## src/rtl/idex_stage_pkg.sv

```systemverilog
// Shared pipeline-register definitions: register-zero constant, EX/MEM control
// bundle layout and the ID/EX field list with its bubble value.
package idex_stage_pkg;

   localparam int unsigned PIPE_REG_AW = 6;
   localparam int unsigned PIPE_DATA_W = 32;
   localparam int unsigned PIPE_CTRL_W = 8;

   localparam logic [PIPE_REG_AW-1:0] REG_ZERO = '0;

   // EX/MEM control bundle layout; opaque to the ID/EX register itself
   localparam int unsigned CTRL_ALUOP_LSB    = 0;
   localparam int unsigned CTRL_ALUOP_W      = 4;
   localparam int unsigned CTRL_ALUSRC_BIT   = 4;
   localparam int unsigned CTRL_MEMTOREG_BIT = 5;
   localparam int unsigned CTRL_BRANCH_BIT   = 6;
   localparam int unsigned CTRL_JUMP_BIT     = 7;

   typedef struct packed {
      logic                   valid;
      logic [PIPE_REG_AW-1:0] rs;
      logic [PIPE_REG_AW-1:0] rt;
      logic [PIPE_REG_AW-1:0] rdes;
      logic                   regwr;
      logic                   memrd;
      logic                   memwr;
      logic [PIPE_CTRL_W-1:0] ctrl;
      logic [PIPE_DATA_W-1:0] opa;
      logic [PIPE_DATA_W-1:0] opb;
      logic [PIPE_DATA_W-1:0] imm;
   } idex_t;

   localparam idex_t IDEX_BUBBLE = '0;

endpackage

```

## src/rtl/idex_stage_load_use_detect.sv

```systemverilog
// Load-use hazard compare: a load in ID/EX whose destination feeds the
// instruction currently in ID.
module idex_stage_load_use_detect
   import idex_stage_pkg::*;
#(
   parameter int unsigned REG_AW = 6
) (
   input  logic              idex_valid,
   input  logic              idex_memrd,
   input  logic [REG_AW-1:0] idex_rdes,
   input  logic              id_valid,
   input  logic [REG_AW-1:0] id_rs,
   input  logic [REG_AW-1:0] id_rt,
   input  logic              id_uses_rt,
   output logic              luh
);

   logic rs_hit;
   logic rt_hit;

   always_comb begin
      rs_hit = (idex_rdes == id_rs);
      rt_hit = id_uses_rt & (idex_rdes == id_rt);
      luh    = idex_valid & idex_memrd & (idex_rdes != REG_AW'(REG_ZERO)) & id_valid
               & (rs_hit | rt_hit);
   end

endmodule

```

## src/rtl/idex_stage.sv

```systemverilog
// ID/EX pipeline register with load-use stall: inserts one bubble per dependent
// load/use pair, honouring EX flush (highest) and EX hold.
module idex_stage
   import idex_stage_pkg::*;
#(
   parameter int unsigned REG_AW = 6,
   parameter int unsigned DATA_W = 32,
   parameter int unsigned CTRL_W = 8,
   parameter int unsigned CNT_W  = 16
) (
   input  logic              clk,
   input  logic              reset_n,
   input  logic              id_valid,
   input  logic [REG_AW-1:0] id_rs,
   input  logic [REG_AW-1:0] id_rt,
   input  logic              id_uses_rt,
   input  logic [REG_AW-1:0] id_rdes,
   input  logic              id_regwr,
   input  logic              id_memrd,
   input  logic              id_memwr,
   input  logic [CTRL_W-1:0] id_ctrl,
   input  logic [DATA_W-1:0] id_opa,
   input  logic [DATA_W-1:0] id_opb,
   input  logic [DATA_W-1:0] id_imm,
   input  logic              ex_hold,
   input  logic              ex_flush,
   output logic              stall_fe,
   output logic              idex_valid,
   output logic [REG_AW-1:0] idex_rs,
   output logic [REG_AW-1:0] idex_rt,
   output logic [REG_AW-1:0] idex_rdes,
   output logic              idex_regwr,
   output logic              idex_memrd,
   output logic              idex_memwr,
   output logic [CTRL_W-1:0] idex_ctrl,
   output logic [DATA_W-1:0] idex_opa,
   output logic [DATA_W-1:0] idex_opb,
   output logic [DATA_W-1:0] idex_imm,
   output logic [CNT_W-1:0]  bubble_cnt
);

   logic luh;

   idex_stage_load_use_detect #(
      .REG_AW (REG_AW)
   ) u_luh (
      .idex_valid (idex_valid),
      .idex_memrd (idex_memrd),
      .idex_rdes  (idex_rdes),
      .id_valid   (id_valid),
      .id_rs      (id_rs),
      .id_rt      (id_rt),
      .id_uses_rt (id_uses_rt),
      .luh        (luh)
   );

   always_comb begin
      stall_fe = (luh | ex_hold) & ~ex_flush;
   end

   always_ff @(posedge clk or negedge reset_n) begin
      if (!reset_n) begin
         idex_valid <= 1'b0;
         idex_rs    <= '0;
         idex_rt    <= '0;
         idex_rdes  <= '0;
         idex_regwr <= 1'b0;
         idex_memrd <= 1'b0;
         idex_memwr <= 1'b0;
         idex_ctrl  <= '0;
         idex_opa   <= '0;
         idex_opb   <= '0;
         idex_imm   <= '0;
         bubble_cnt <= '0;
      end else if (ex_flush || (!ex_hold && luh)) begin
         // Bubble: zero specifiers keep ForwardUnit quiet, zero enables kill side effects
         idex_valid <= 1'b0;
         idex_rs    <= '0;
         idex_rt    <= '0;
         idex_rdes  <= '0;
         idex_regwr <= 1'b0;
         idex_memrd <= 1'b0;
         idex_memwr <= 1'b0;
         idex_ctrl  <= '0;
         idex_opa   <= '0;
         idex_opb   <= '0;
         idex_imm   <= '0;
         if (!ex_flush && (bubble_cnt != '1)) begin
            bubble_cnt <= bubble_cnt + 1'b1;
         end
      end else if (!ex_hold) begin
         idex_valid <= id_valid;
         idex_rs    <= id_rs;
         idex_rt    <= id_rt;
         idex_rdes  <= id_rdes;
         idex_regwr <= id_regwr & id_valid;
         idex_memrd <= id_memrd & id_valid;
         idex_memwr <= id_memwr & id_valid;
         idex_ctrl  <= id_ctrl;
         idex_opa   <= id_opa;
         idex_opb   <= id_opb;
         idex_imm   <= id_imm;
      end
   end

endmodule

```

## config.mk

```make
export PLATFORM = sky130hd
export DESIGN_NAME = idex_stage
export DESIGN_NICKNAME = d
export VERILOG_FILES = /design/src/rtl/idex_stage_pkg.sv /design/src/rtl/idex_stage_load_use_detect.sv /design/src/rtl/idex_stage.sv
export SDC_FILE = /design/constraint.sdc
export NUM_CORES = 1
export LEC_CHECK = 0
export ABC_CLOCK_PERIOD_IN_PS = 2650
export CAP_MARGIN = 5
export CORE_MARGIN = 5
export CORE_UTILIZATION = 40
export CTS_CLUSTER_DIAMETER = 200
export DETAILED_ROUTE_END_ITERATION = 8
export DONT_BUFFER_PORTS = 1
export SYNTH_ARGS = -nofsm -noshare
export SYNTH_HDL_FRONTEND = slang
export SYNTH_HIERARCHICAL = 1
export SYNTH_SLANG_ARGS = --single-unit
```

## constraint.sdc

```tcl
create_clock -name clk -period 2.65 [get_ports clk]
set_input_delay 0.265 -clock clk [delete_from_list [all_inputs] [get_ports clk]]
set_output_delay 0.265 -clock clk [all_outputs]
set_load 0.005 [all_outputs]
```

==> impl_metrics.csv, run 1 <==
group,metric,value,unit
outcome,outcome,"did not finish",
outcome,lastStage,"4_1_cts",
outcome,error,"[ERROR RSZ-0060] Max buffer count reached.",
floorplanning,start_util,40.8,%
placement,placed_area,5630,um2
clock_network,root_buffer,"clkbuf_16",
synth,postSynth.asyncResetShare,100,%
clock_network,clkSinkCount,142,
clock_network,cts_hold_buf,114,
floorplanning,io_pins,274,
clock_network,cts_setup_buffers,0,
synth,synth_edf_count,0,
synth,synth_flop_cell,"dfrtp_1",
synth,syn_inst,374,
floorplanning,die_x,126,um
synth,yosys-top-cells-area,"dfrtp_1 (66%), a22o_1 (20%), xor2_1 (3.3%)",
floorplanning,placement_rows,42,
synth,yosys.area.top_type,"dfrtp_1",
clock_network,clock_path_buffers,2,
clock_network,cts-htree-levels,4,
clock_network,cts_buffers,17,
synth,synth.cell_area,5380,um2
clock_network,cts_resized,0,
synth,ys_types,30,
placement,port_buffers,0,
synth,syn_area_per_cell,14.4,um2
placement,gp_congestion,0.814,
synth,synth_top_area_share,66.0,%
synth,syn_nets,506,
synth,ys_warn_count,6,
synth,ys_ff_latch,142,
synth,ys_seq_area_share,66.0,%
placement,post-dp-hpwl,9590,um
floorplanning,die_y,126,um
synthesized netlist by cell type, drive strengths merged, types with 2 or more instances:
library cell  number
and3               2
nand4              9
o21ai              2
nand2              7
buf               11
nor3               7
xnor2              6
nor4               9
xor2              20
clkbuf            16
dfrtp            142
a32o               3
nand3              2
nor2               5
nor2b              2
a22o             123
metrics by stage:
stage | cells | utilization [%] | worst slack (ns)
after detailed placement | 536 | 42.7 | 0.0630
after global placement | 536 | 42.7 | 0.140
after floorplan | 374 | - | 0.275
cell families after synthesis:
kind of cell | synth area share, %
AO/OA/AOI/OAI | 20.9
multiplexers | 0.279
buffers and inverters | 2.14
XOR/XNOR | 4.23
AND/OR/NAND/NOR | 6.21
flip-flops | 66.0
adder cells (fa/ha/maj) | 0.233
==> inputs of run 2 (changes only) <==
--- a/config.mk
+++ b/config.mk
@@ -8,10 +8,10 @@
 export ABC_CLOCK_PERIOD_IN_PS = 2650
 export CAP_MARGIN = 5
 export CORE_MARGIN = 5
-export CORE_UTILIZATION = 40
-export CTS_CLUSTER_DIAMETER = 200
+export CORE_UTILIZATION = 25
 export DETAILED_ROUTE_END_ITERATION = 8
 export DONT_BUFFER_PORTS = 1
+export PLACE_DENSITY_LB_ADDON = 0.15
 export SYNTH_ARGS = -nofsm -noshare
 export SYNTH_HDL_FRONTEND = slang
 export SYNTH_HIERARCHICAL = 1
==> run 2 against run 1 <==
Compared with the run above: the flow now finishes, with violations (negative hold slack); synthesized area unchanged; synthesized cell count is the same.
==> impl_metrics.csv, run 2 <==
group,metric,value,unit
timing,post-route-min-period,2.48,ns
clock_network,path_clk_slew,0.06,ns
power_and_ir_drop,p_leak,3.57,nW
setup_path,crit_path_max_fanout,6,
routing,highest_layer,"met4",
timing,clock.fmax,404,MHz
layout,diodes,0,
clock_network,clk-insertion-delay-late,0.41,ns
synth,postSynth.asyncResetShare,100,%
global_routing,grt_antenna_before_repair,0,
power_and_ir_drop,p_total,0.00526,W
clock_network,cts_hold_buf,124,
timing,setup_viol,0,
synth,syn_inst,374,
outcome,violations,"negative hold slack",
routing,remaining_drc_errors,0,
job,drv_cap,0,
power_and_ir_drop,combPwrFrac,7.0,%
layout,final_common_cell,"dfrtp_1",
setup_path,worstSetupPathType,"reg2reg",
layout,n_fill_cell,2007,
layout,final_area,7640,um2
routing,drtPass1Iterations,4,
power_and_ir_drop,pwr-share-clk,47.8,%
routing,m1WireLength,6150,um
timing,finClkSkew,0.00808,ns
outcome,outcome,"finished, violations left",
setup_path,critPathSlowestCell,"or4_1",
synth,synth_edf_count,0,
layout,nets,632,
timing,whs,-0.452,ns
floorplanning,die_y,157,um
timing,setup_ws,0.174,ns
placement,port_buffers,0,
placement,placed_area,5740,um2
power_and_ir_drop,power_density,688,nW/um2
power_and_ir_drop,sw_frac_of_total,23.4,%
setup_path,critPathBufInv,0,
layout,final_core_util,36.2,%
setup_path,cp.required,2.99,ns
synth,ys_warn_count,6,
global_routing,grt_pass1_wl,24300,um
setup_path,timing.critical_path.to_type,"register",
synth,ys_seq_area_share,66.0,%
clock_network,clkSinkCount,142,
timing,relSlewSlack,60.0,%
timing,rsz0062_at_grt,"true",
placement,gp_congestion,0.729,
routing,via_per_inst,4.85,
timing,min_period_over_period,93.4,%
synth,ys_types,30,
synth,synth_flop_cell,"dfrtp_1",
global_routing,gr-total-overflow,0,
clock_network,cts-htree-levels,4,
routing,wirelength,16000,um
routing,vias,3823,
setup_path,arrival,2.81,ns
floorplanning,io_pins,274,
layout,syn_to_final_growth,42.0,%
routing,routedWlPerCell,20.3,um
synth,ys_ff_latch,142,
global_routing,grt_pass1_vias,4253,
power_and_ir_drop,ir_drop,0.351,mV
floorplanning,placement_rows,53,
timing,hold_viol,142,
setup_path,critPathLaunchType,"register",
placement,post-dp-hpwl,10300,um
synth,synth.cell_area,5380,um2
timing,slew_viol_final,0,
clock_network,clock_path_buffers,2,
synth,syn_nets,506,
routing,met2_length,8180,um
synth,yosys-top-cells-area,"dfrtp_1 (66%), a22o_1 (20%), xor2_1 (3.3%)",
layout,top_regs,"idex_imm (32), idex_opa (32), idex_opb (32)",
layout,mostFrequentLayoutCells,"dfrtp_1 (142), dlygate4sd3_1 (124), a22o_1 (123), xor2_1 (20), clkbuf_16 (17)",
clock_network,cts_tree,"done",
placement,place_inst,632,
global_routing,grt_usage,12.6,%
synth,yosys.area.top_type,"dfrtp_1",
timing,worst_pin_slew,0.599,ns
clock_network,root_buffer,"clkbuf_16",
floorplanning,die_area,24600,um2
setup_path,worstPathCellList,"xor2_1 > or4_1 > a21oi_2 > nor3b_4 > nand4_4 > nor4_2 > xor2_1",
synth,synthTopCellsByCount,"dfrtp_1 (142), a22o_1 (123), xor2_1 (20)",
clock_network,cts_buffers,17,
setup_path,critical-path-top-delay-family,"simple AND/OR/NAND/NOR gates",
synth,synth_top_area_share,66.0,%
min_path,hold_class,"in2async",
floorplanning,start_util,25.5,%
layout,drive_gt1_share,11.1,%
routing,first_iter_violations,242,
routing,antenna_left,0,
setup_path,crit_top_cell,"xor2_1",
floorplanning,die_x,157,um
placement,dp_slack,-0.0166,ns
synth,syn_area_per_cell,14.4,um2
routing,wl_met3,1340,um
power_and_ir_drop,internal-power,0.00403,W
layout,final_cells,788,
global_routing,grt_start_max_net_pins,143,
power_and_ir_drop,p_switching,0.00123,W
power_and_ir_drop,power_frac_seq,45.1,%
setup_path,max_stage_delay,0.54,ns
floorplanning,core_area,21100,um2
synth,yosysMostFrequentCell,"dfrtp_1",
-- run 2: cell counts after synthesis --
No cell type changed its count.
-- run 2: area by class of cell --
type                            count  area, um2  area share (%)
Sequential cell                   142       3550            46.5
Multi-Input combinational cell    205       1770            23.1
Timing Repair Buffer              134       1350            17.7
Clock buffer                       18        439            5.75
Tap cell                          275        344            4.51
Clock inverter                     14        181            2.38
-- run 2: worst register-to-register path: stages (launching register included) --
cell,delay [ns]
dfrtp_1,0.39
xor2_1,0.16
or4_1,0.54
a21oi_2,0.21
nor3b_4,0.39
nand4_4,0.19
nor4_2,0.35
xor2_1,0.17
-- run 2: kinds of logic after synthesis --
| family | after synthesis | share of synthesized area (%) |
|---|---|---|
| DFF | 142 | 66.0 |
| AOI/OAI and AO/OA | 129 | 20.9 |
| and+or+nand+nor | 48 | 6.21 |
| buffers and inverters | 27 | 2.14 |
| xor gates and xnor gates | 26 | 4.23 |
| muxes | 1 | 0.279 |
| adders and majority gates | 1 | 0.233 |
-- run 2: per-layer routing --
layer	up-vias	GRT usage [%]
met1	1944	14.7
met3	23	5.01
met5	-	0
li1	1692	-
met4	0	5.17
met2	164	20.9
-- run 2: timing repair --
item	4_1_cts	5_1_grt
pin swaps	0	0
setup buffers	0	0
setup endpoints to repair	2	8
endpoints found under the hold margin	267	142
resized for setup	2	4
-- run 2: stage by stage --
| step | hold WS [ns] | TNS (ns) |
|---|---|---|
| 2_1_floorplan | -0.0306 | 0 |
| 3_3_place_gp | -0.0268 | 0 |
| 3_5_place_dp | -0.0265 | -0.0166 |
| 4_1_cts | -0.488 | 0 |
| 5_1_grt | -0.488 | -0.00903 |
| 6_report | -0.452 | 0 |
-- run 2: power groups by stage --
stage / Combinational (W) / Clock [W] / Sequential [W]
after floorplan: 0.000164 / 0 / 0.00238
after global placement: 0.000210 / 0 / 0.00242
after detailed placement: 0.000218 / 0 / 0.00241
after CTS: 0.000372 / 0.00261 / 0.00238
after global routing: 0.000400 / 0.00270 / 0.00238
final: 0.000370 / 0.00251 / 0.00237
-- run 2: worst paths after layout --
kind,start,endpoint,slack (ns),cells after the start
max in group asynchronous,reset_n,idex_rdes[3],2.88,0
min in group clk,id_valid,idex_memrd,0.04,1
hold reg to reg,idex_opb[16],idex_opb[16],0.54,1
setup reg to reg,idex_rdes[5],bubble_cnt[12],0.17,7
hold / removal,reset_n,idex_opb[28],-0.45,0
setup / recovery,idex_rdes[5],bubble_cnt[12],0.17,7
No activity file was read; power rests on OpenSTA's default activity.
